--- config.mk ---
export PLATFORM = sky130hd
export DESIGN_NAME = uart_receiver
export DESIGN_NICKNAME = d
export VERILOG_FILES = /design/src/rtl/uart_receiver.sv
export SDC_FILE = /design/constraint.sdc
export NUM_CORES = 1
export LEC_CHECK = 0
export ABC_CLOCK_PERIOD_IN_PS = 2350
export BUFFER_PORTS_ARGS = -buffer_cell sky130_fd_sc_hd__buf_2
export CAP_MARGIN = 20
export CORE_MARGIN = 1
export CORE_UTILIZATION = 55
export DETAILED_ROUTE_END_ITERATION = 10
export PLACE_DENSITY_LB_ADDON = 0.05
export RECOVER_POWER = 25
export SETUP_SLACK_MARGIN = 0.4
export SLEW_MARGIN = 10
export SYNTH_ARGS = -nofsm -noshare
export SYNTH_HDL_FRONTEND = slang
export SYNTH_SLANG_ARGS = --single-unit
--- constraint.sdc ---
create_clock -name clk -period 2.35 [get_ports clk]
set_clock_uncertainty 0.05 [all_clocks]
set_input_delay 0.3525 -clock clk [delete_from_list [all_inputs] [get_ports clk]]
set_output_delay 0.3525 -clock clk [all_outputs]
set_load 0.02 [all_outputs]
--- src/rtl/uart_receiver.sv ---
// UART receiver: oversampled start validation, mid-bit sampling, framing check.
module uart_receiver #(
  parameter int unsigned DATA_BITS  = 8,
  parameter int unsigned OVERSAMPLE = 16
) (
  input  logic                 clk,
  input  logic                 reset,
  input  logic                 uart_rx,
  input  logic                 sample_tick,
  output logic [DATA_BITS-1:0] data,
  output logic                 data_valid,
  output logic                 framing_error,
  output logic                 busy
);

  localparam int unsigned TICK_W = $clog2(OVERSAMPLE);
  localparam int unsigned BIT_W  = $clog2(DATA_BITS) + 1;

  localparam logic [TICK_W-1:0] TICK_MID = TICK_W'(OVERSAMPLE / 2 - 1);
  localparam logic [TICK_W-1:0] TICK_END = TICK_W'(OVERSAMPLE - 1);
  localparam logic [BIT_W-1:0]  BIT_LAST = BIT_W'(DATA_BITS - 1);

  typedef enum logic [2:0] {
    S_IDLE,
    S_START,
    S_DATA,
    S_STOP,
    S_BREAK
  } state_t;

  state_t state, state_next;

  logic rx_meta, rx_s;

  logic [TICK_W-1:0]    tick_cnt, tick_cnt_next;
  logic [BIT_W-1:0]     bit_cnt, bit_cnt_next;
  logic [DATA_BITS-1:0] shift, shift_next;
  logic [DATA_BITS-1:0] data_next;
  logic                 data_valid_next, framing_error_next, busy_next;

  logic tick_at_mid, tick_at_end;

  assign tick_at_mid = (tick_cnt == TICK_MID);
  assign tick_at_end = (tick_cnt == TICK_END);

  // Two-flop synchroniser; idles high so reset does not look like a start bit.
  always_ff @(posedge clk) begin
    if (reset) begin
      rx_meta <= 1'b1;
      rx_s    <= 1'b1;
    end else begin
      rx_meta <= uart_rx;
      rx_s    <= rx_meta;
    end
  end

  // State register.
  always_ff @(posedge clk) begin
    if (reset) state <= S_IDLE;
    else       state <= state_next;
  end

  // Next-state logic; only ticks move the FSM.
  always_comb begin
    state_next = state;
    if (sample_tick) begin
      case (state)
        S_IDLE:  if (!rx_s) state_next = S_START;
        S_START: if (tick_at_mid) state_next = rx_s ? S_IDLE : S_DATA;
        S_DATA:  if (tick_at_end && (bit_cnt == BIT_LAST)) state_next = S_STOP;
        S_STOP:  if (tick_at_end) state_next = rx_s ? S_IDLE : S_BREAK;
        S_BREAK: if (rx_s) state_next = S_IDLE;
        default: state_next = S_IDLE;
      endcase
    end
  end

  // Counter, shift register and strobe next values.
  always_comb begin
    tick_cnt_next      = tick_cnt;
    bit_cnt_next       = bit_cnt;
    shift_next         = shift;
    data_next          = data;
    data_valid_next    = 1'b0;
    framing_error_next = 1'b0;
    busy_next          = (state_next != S_IDLE);
    if (sample_tick) begin
      case (state)
        S_IDLE: begin
          tick_cnt_next = '0;
          bit_cnt_next  = '0;
        end
        S_START: begin
          tick_cnt_next = tick_at_mid ? '0 : tick_cnt + TICK_W'(1);
          bit_cnt_next  = '0;
        end
        S_DATA: begin
          if (tick_at_end) begin
            shift_next    = {rx_s, shift[DATA_BITS-1:1]};
            tick_cnt_next = '0;
            bit_cnt_next  = bit_cnt + BIT_W'(1);
          end else begin
            tick_cnt_next = tick_cnt + TICK_W'(1);
          end
        end
        S_STOP: begin
          if (tick_at_end) begin
            tick_cnt_next = '0;
            if (rx_s) begin
              data_next       = shift;
              data_valid_next = 1'b1;
            end else begin
              framing_error_next = 1'b1;
            end
          end else begin
            tick_cnt_next = tick_cnt + TICK_W'(1);
          end
        end
        default: tick_cnt_next = '0;
      endcase
    end
  end

  // Datapath and registered outputs.
  always_ff @(posedge clk) begin
    if (reset) begin
      tick_cnt      <= '0;
      bit_cnt       <= '0;
      shift         <= '0;
      data          <= '0;
      data_valid    <= 1'b0;
      framing_error <= 1'b0;
      busy          <= 1'b0;
    end else begin
      tick_cnt      <= tick_cnt_next;
      bit_cnt       <= bit_cnt_next;
      shift         <= shift_next;
      data          <= data_next;
      data_valid    <= data_valid_next;
      framing_error <= framing_error_next;
      busy          <= busy_next;
    end
  end

endmodule

Word-level counts from Yosys, hierarchy flattened

Index checks and enable logic that the tools add are counted.

Output and inout bits: 11
Register bits after elaboration: 32
Input bits: 4
Word-level logic and storage cells: 49

Muxes and demuxes: 16
Eq/ne operators: 8
Reductions and logical operators: 10
Bitwise operators: 3
$add $sub $neg: 2

Operators with widths:

| kind                                                             | count |
|---|---|
| 3-bit 2-to-1 mux                                                 | 7 |
| 4-bit one-hot mux with 2 select lines                            | 2 |
| 3-bit one-hot mux with 5 select lines                            | 1 |
| 4-bit 2-to-1 mux                                                 | 3 |
| 4-bit by 1-bit adder with 4-bit output (second input constant)   | 2 |
| 4-bit by 3-bit == test with 1-bit output (second input constant) | 2 |
| 3-bit by 2-bit == test with 1-bit output (second input constant) | 2 |
| 3-bit AND reduction                                              | 2 |
| 4-bit == test (second input constant)                            | 1 |
| 4-bit AND reduction                                              | 1 |
| 2-bit OR reduction                                               | 2 |
| 4-bit OR reduction                                               | 1 |
| 3-bit by 1-bit == test with 1-bit output (second input constant) | 1 |
| 3-bit == test (second input constant)                            | 1 |
| 3-bit logical NOT                                                | 1 |
| 1-bit inverter                                                   | 3 |
| 3-bit nonzero test                                               | 1 |
| 1-bit 2-to-1 mux                                                 | 2 |
| 2-bit 2-to-1 mux                                                 | 1 |
| 2-bit != test (second input constant)                            | 1 |
| 2-bit nonzero test                                               | 1 |
| 1-bit logical AND                                                | 1 |

Longest topological paths before layout

Gate-level depths: netlist (run 1).

Depth after elaboration: 6
Mapped depth: 7
Depth with buffers taken out: 5

Worst setup path before layout (run 1)

OpenSTA, ideal clock, no wires.

Kind: register -> register
From: register tick_cnt[0]
To: register busy
Period minus slack after synthesis: 1.701 ns
Arrival time: 1.517 ns
Cell stages (with the launch flop): 7
Setup time: 0.134 ns
Path slack: 0.649 ns
Cells stage by stage: dfxtp_1 > ha_1 > and3_1 > buf_6 > nand4_1 > a31oi_1 > or4_1

Longest elaborated chain between the ends: 6

Ends and longest elaborated chain:

| item                                      | line | text |
|---|---|---|
| start, declared                           | 35   | `logic [TICK_W-1:0] tick_cnt, tick_cnt_next;` |
| start signal, assigned                    | 135  | `tick_cnt <= tick_cnt_next;` |
| 4-bit == test                             | 44   | `assign tick_at_end = (tick_cnt == TICK_END);` |
| 1-bit logical AND                         | 70   | `S_DATA: if (tick_at_end && (bit_cnt == BIT_LAST)) state_next = S_STOP;` |
| 3-bit 2-to-1 mux                          | 70   |  |
| 3-bit one-hot mux with 5 select lines (*) | 67   | `case (state)` |
| 3-bit 2-to-1 mux (*)                      | 66   | `if (sample_tick) begin` |
| 3-bit nonzero test (*)                    | 86   | `busy_next = (state_next != S_IDLE);` |
| end signal, assigned                      | 141  | `busy <= busy_next;` |
| end, declared                             | 13   | `output logic busy` |

Mark *: on every way between the ends. The rest lies on a longest branch, timed or not.
A chain may end at the register's enable or synchronous reset.

Worst setup path after layout (run 1)

Ends and elaborated chain as after synthesis.

==> impl_metrics.yaml, run 1 <==
layout:
  insertedDiodeCount: 0
  layout_common_cells: "32 x dfxtp_1, 21 x nand2_1, 16 x nor2_1, 13 x a21oi_1"
  fin_util_pct: 63.4
  finalNetCount: 176
  syn_to_final_growth_pct: 9.03
  final_common_cell: "dfxtp_1"
  drive_gt1_share_pct: 17.0
clock_network:
  cts_buffer_depth: 2
  cts-buffers-inserted: 5
  h-tree-depth: 2
  tritoncts: "done"
  cts-root-buf: "clkbuf_4"
  cts.clk_slew.worst_paths_ps: 90
  cts_num_sinks: 32
  clkLatencyLatePin_ps: 320
global_routing:
  antenna_found_initial: 0
  overflow: 0
  first_global_vias: 917
  grt_first_pass_wirelength_um: 4130
  grt_util_all_layers_pct: 20.1
  grt_max_degree: 33
detailed_routing:
  wl_per_cell_um: 12.7
  drtAntennaViolNets: 0
  wirelength_um: 2560
  dr.pass1.iters: 4
  drc: 0
  via_per_inst: 5.59
  vias: 1123
  drt_iter0_drc: 22
setup_path:
  setup.worst_path.class: "flop to flop"
  crit_path_start: "tick_cnt[0]"
  worst_setup_path_start_kind: "flop"
  required_ps: 2500
  reg2reg_depth: 5
  crit_arrival_ps: 1970
  path_max_fanout: 7
  r2r_start: "tick_cnt[0]"
  end_kind: "flop"
synth:
  syn_area_um2: 1440
  syn_avg_cell_area_um2: 9.12
  synth_warnings: 0
  synth_cell_type_count: 41
  synth_edf_count: 0
  synth_ff_type: "dfxtp_1"
  synthCells: 158
  syn-num-nets: 164
  ys_ff_latch: 32
  yosysSeqAreaShare_pct: 44.4
  async_flop_share_pct: 0
place:
  gp_congestion: 0.854
  dp_hpwl_um: 1730
  port_buffers: 14
floorplan:
  core_area_um2: 2480
  die_h_um: 53.2
  start_util_pct: 58.2
  die_area_um2: 2830
  fp.dieW_um: 53.2
  num_rows: 18
  io-pin-count: 15
timing:
  fmax_mhz: 547
  drv_slew: 0
  tns_ps: 0
  setup_viol: 0
  max_slew_margin_pct: 60.4
  period_share_pct: 77.7
  min_period_ps: 1830
  rsz0062_at_grt: "no"
  hold_violations: 0
  worstMarginPinSlew_ps: 579
power_and_ir_drop:
  p_leak_uw: 0.000622
  power_density_nw_per_um2: 624
  vdd_drop_max_v: 0.000640
run:
  drv_cap: 0
run_status:
  status: "finished clean"
hold_path:
  min_path_type: "input pin to flop"
  hold_depth: 2
  hold_path_startpoint: "uart_rx"
## worst max-delay path: stages (launching register included)
cell,delay (ps)
dfxtp_1,370
ha_1,280
nand2_1,200
o221ai_2,190
a31oi_1,120
or4_1,500
## path summary, 6_finish.rpt
check,end,slack (ps)
setup / recovery,busy,520
hold / removal,rx_meta,170
setup reg to reg,busy,520
hold reg to reg,rx_s,370
## synthesized netlist by cell type (2+ instances only)
library cell | instances | area share, %
a31oi_1 | 3 | 1.3
inv_1 | 2 | 0.52
nand2b_1 | 5 | 2.2
dfxtp_1 | 32 | 44
and3_1 | 2 | 0.87
nand4b_1 | 3 | 1.8
nand3_1 | 3 | 1.0
or2b_1 | 3 | 1.6
clkbuf_1 | 5 | 1.3
buf_2 | 4 | 1.4
or2_2 | 2 | 0.87
nand4_1 | 3 | 1.3
buf_6 | 2 | 1.6
nor2_1 | 16 | 4.2
a21o_1 | 2 | 1.0
o2111ai_1 | 2 | 1.2
nand2_1 | 21 | 5.5
mux2_2 | 2 | 1.6
nor3_1 | 3 | 1.0
a21oi_1 | 13 | 4.5
ha_1 | 2 | 1.7
mux2i_1 | 9 | 6.3
## cell type report
cell class | instances | area, um^2
tap | 30 | 37.5
clock inverter | 2 | 35.0
fill | 226 | 906
clock buffer | 6 | 41.3
multi-input combinational | 113 | 734
timing repair buffer | 16 | 75.1
sequential | 32 | 641
inverter | 2 | 7.51
## cells by family after synthesis
logic type / synth area share (%)
flops: 44.4
mux: 7.81
compound gates: 15.7
buf+inv: 4.77
fa+ha+maj: 1.74
simple gates: 24.9
xor+xnor: 0.608
## metrics by stage
| stage | hold slack, ps | setup WS (ps) | power [uW] | instances | instance area (um^2) |
|---|---|---|---|---|---|
| 5_1_grt | 158 | 418 | 1020 | 201 | 1570 |
| 3_5_place_dp | 345 | 459 | 593 | 193 | 1500 |
| 4_1_cts | 164 | 464 | 989 | 201 | 1580 |
| 3_3_place_gp | 350 | 535 | 593 | 193 | 1500 |
| 2_1_floorplan | 339 | 649 | 586 | 158 | 1440 |
| 6_report | 167 | 523 | 981 | 201 | 1570 |
## routing by layer
metal / routed length, um / track usage [%]
met5: 0 / 0
met4: 10 / 5.26
met3: 119 / 6.03
met2: 1100 / 28.7
met1: 1330 / 29.0
## flip-flops by register name, indices dropped and copies added (netlist names)
register	cells
bit_cnt	4
busy	1
data	8
data_valid	1
framing_error	1
rx_meta	1
rx_s	1
shift	8
state	3
tick_cnt	4
## report_power, final
part / switching (uW) / leakage, uW / internal, uW
logic: 20.1 / 0.000321 / 10.9
clock network: 177 / 0.0000422 / 223
registers: 4.35 / 0.000258 / 545
total: 202 / 0.000622 / 779
## timing repair
item                       CTS  global route
hold buffers                 0             0
gates resized for setup      0             2
setup endpoints to repair    0             3
buffers inserted             0             0
Note: power is estimated with default switching activity, not from simulation.
==> run 2: changes to the inputs <==
Settings changed: ABC_CLOCK_PERIOD_IN_PS 2350 to 1680, CORE_UTILIZATION 55 to 51.
Clock period 2.35 ns to 1.68 ns, I/O delays scaled along.
==> run 2 against run 1 <==
Sequential power is 39% higher. Combinational power rose by 110%. Count of clock-buffer cells in the layout unchanged. Final cell count increased by 8.0%. Sequential cell count stayed put. Cell area grew 14%. Clock power rose by 42%. Via count increased by 7.1%. Utilization grew 6.3 points. Wire length grew 15%. Hold slack got worse by 110 ps.
==> impl_metrics.yaml, run 2 (synthesized netlist as in run 1, its figures left out) <==
global_routing:
  grt_first_pass_wirelength_um: 4750
  overflow: 0
  first_global_vias: 1048
  grt_util_all_layers_pct: 22.7
  antenna_found_initial: 0
  grt_max_degree: 19
clock_network:
  tritoncts: "done"
  h-tree-depth: 2
  cts-root-buf: "clkbuf_4"
  clkLatencyLatePin_ps: 330
  cts_buffer_depth: 2
  holdBufCountCts: 0
  cts.clk_slew.worst_paths_ps: 90
  cts-buffers-inserted: 5
  cts_num_sinks: 32
detailed_routing:
  drt_iter0_drc: 27
  drc: 0
  via_per_inst: 5.54
  drtAntennaViolNets: 0
  vias: 1203
  wl_per_cell_um: 13.5
  dr.pass1.iters: 4
  wirelength_um: 2940
layout:
  fillers: 231
  layout_common_cells: "23 x dfxtp_1, 20 x nand2_1, 16 x nor2_1, 14 x buf_4, 11 x clkbuf_1"
  insertedDiodeCount: 0
  syn_to_final_growth_pct: 24.2
  reg_top3: "data: 8 flops, shift: 8 flops"
  finalNetCount: 192
  drive_gt1_share_pct: 33.2
  final_common_cell: "dfxtp_1"
timing:
  worstMarginPinSlew_ps: 412
  max_slew_margin_pct: 72.5
  worst_slack_ps: 121
  period_share_pct: 92.8
  drv_slew: 0
  fmax_mhz: 641
  setup_viol: 0
  min_period_ps: 1560
  hold_violations: 0
  rsz0062_at_grt: "yes"
  tns_ps: 0
power_and_ir_drop:
  power_uw: 1390
  power_density_nw_per_um2: 778
  p_sw_share_pct: 21.3
  intPower_uw: 1100
  vdd_drop_max_v: 0.000757
  p_comb_share_pct: 4.6
  p_clk_share_pct: 40.8
  p_leak_uw: 0.000705
  power_frac_seq_pct: 54.6
  p_sw_uw: 297
setup_path:
  crit_arrival_ps: 1720
  critPathBufInv: 0
  reg2reg_slack_ps: 120
  cpLargestDelayFamily: "simple AND/OR/NAND/NOR gates"
  end_kind: "flop"
  worst_setup_path_start_kind: "flop"
  path_cells: "ha_4 > and3_4 > or2b_1 > a31oi_2 > or4_1"
  cpMaxStageDelayCell: "or4_1"
  max_stage_delay_ps: 400
  required_ps: 1840
  path_max_fanout: 6
  setup.worst_path.class: "flop to flop"
floorplan:
  io-pin-count: 15
  core_area_um2: 2570
  die_area_um2: 3040
  num_rows: 18
  fp.dieW_um: 55.2
  die_h_um: 55.2
  start_util_pct: 56.1
place:
  port_buffers: 14
  gp_congestion: 0.816
  dp_hpwl_um: 1920
  pre_cts_ws_ps: 83.3
run:
  drv_cap: 0
run_status:
  status: "finished clean"
hold_path:
  min_path_type: "input pin to flop"
run 2: cell types whose count changed in the layout (fill, tap and decap cells not counted), sizes merged:
cell and change:
buf +14, clkbuf +2
run 2: repair_timing:
action | in CTS | in global routing
gates resized for setup | 13 | 5
pin swaps | 5 | 5
setup endpoints to repair | 27 | 28
buffers inserted | 7 | 1
run 2: area by class of cell:
cell class	count	area [um^2]	area share (%)
Clock buffer	6	41.3	2.31
Clock inverter	2	35.0	1.96
Inverter	2	7.51	0.419
Sequential cell	32	659	36.8
Timing Repair Buffer	32	210	11.7
Multi-Input combinational cell	113	800	44.7
Tap cell	30	37.5	2.10
run 2: worst register-to-register path: cells and delay by family (launching register included):
kind / cells / cell delay [ps]
compound gates: 1 / 110
flops: 1 / 380
simple gates: 3 / 760
fa+ha+maj: 1 / 150
run 2: layer usage:
| layer | routed length [um] | up-vias | track usage, % | share of wire (%) |
|---|---|---|---|---|
| li1 | - | 613 | - | - |
| met1 | 1350 | 556 | 28.9 | 46 |
| met2 | 1420 | 30 | 35.5 | 48 |
| met3 | 134 | 4 | 8.20 | 4.6 |
| met4 | 34 | 0 | 7.50 | 1.2 |
| met5 | 0 | - | 0 | 0 |
run 2: worst paths after layout:
check              startpoint      end  cells after the start
setup / recovery  tick_cnt[1]     busy                      5
hold / removal        uart_rx  rx_meta                      2
setup reg to reg  tick_cnt[1]     busy                      5
hold reg to reg       rx_meta     rx_s                      1
run 2: per-stage QoR:
step                cell area [um^2]  cells  hold WS [ps]  utilization (%)
finish                          1790    217          60.3             69.7
floorplan                       1490    158           286                -
CTS                             1780    216          47.7             69.3
detailed placement              1610    201           350             62.6
global route                    1790    217          40.0             69.7
global placement                1610    201           341             62.6
run 2: power by group through the flow:
| stage | clock [uW] | combinational, uW | sequential (uW) |
|---|---|---|---|
| detailed placement | 0 | 58.0 | 783 |
| global route | 612 | 69.9 | 762 |
| floorplan | 0 | 36.7 | 784 |
| CTS | 579 | 64.0 | 764 |
| finish | 568 | 63.6 | 761 |
| global placement | 0 | 57.9 | 783 |
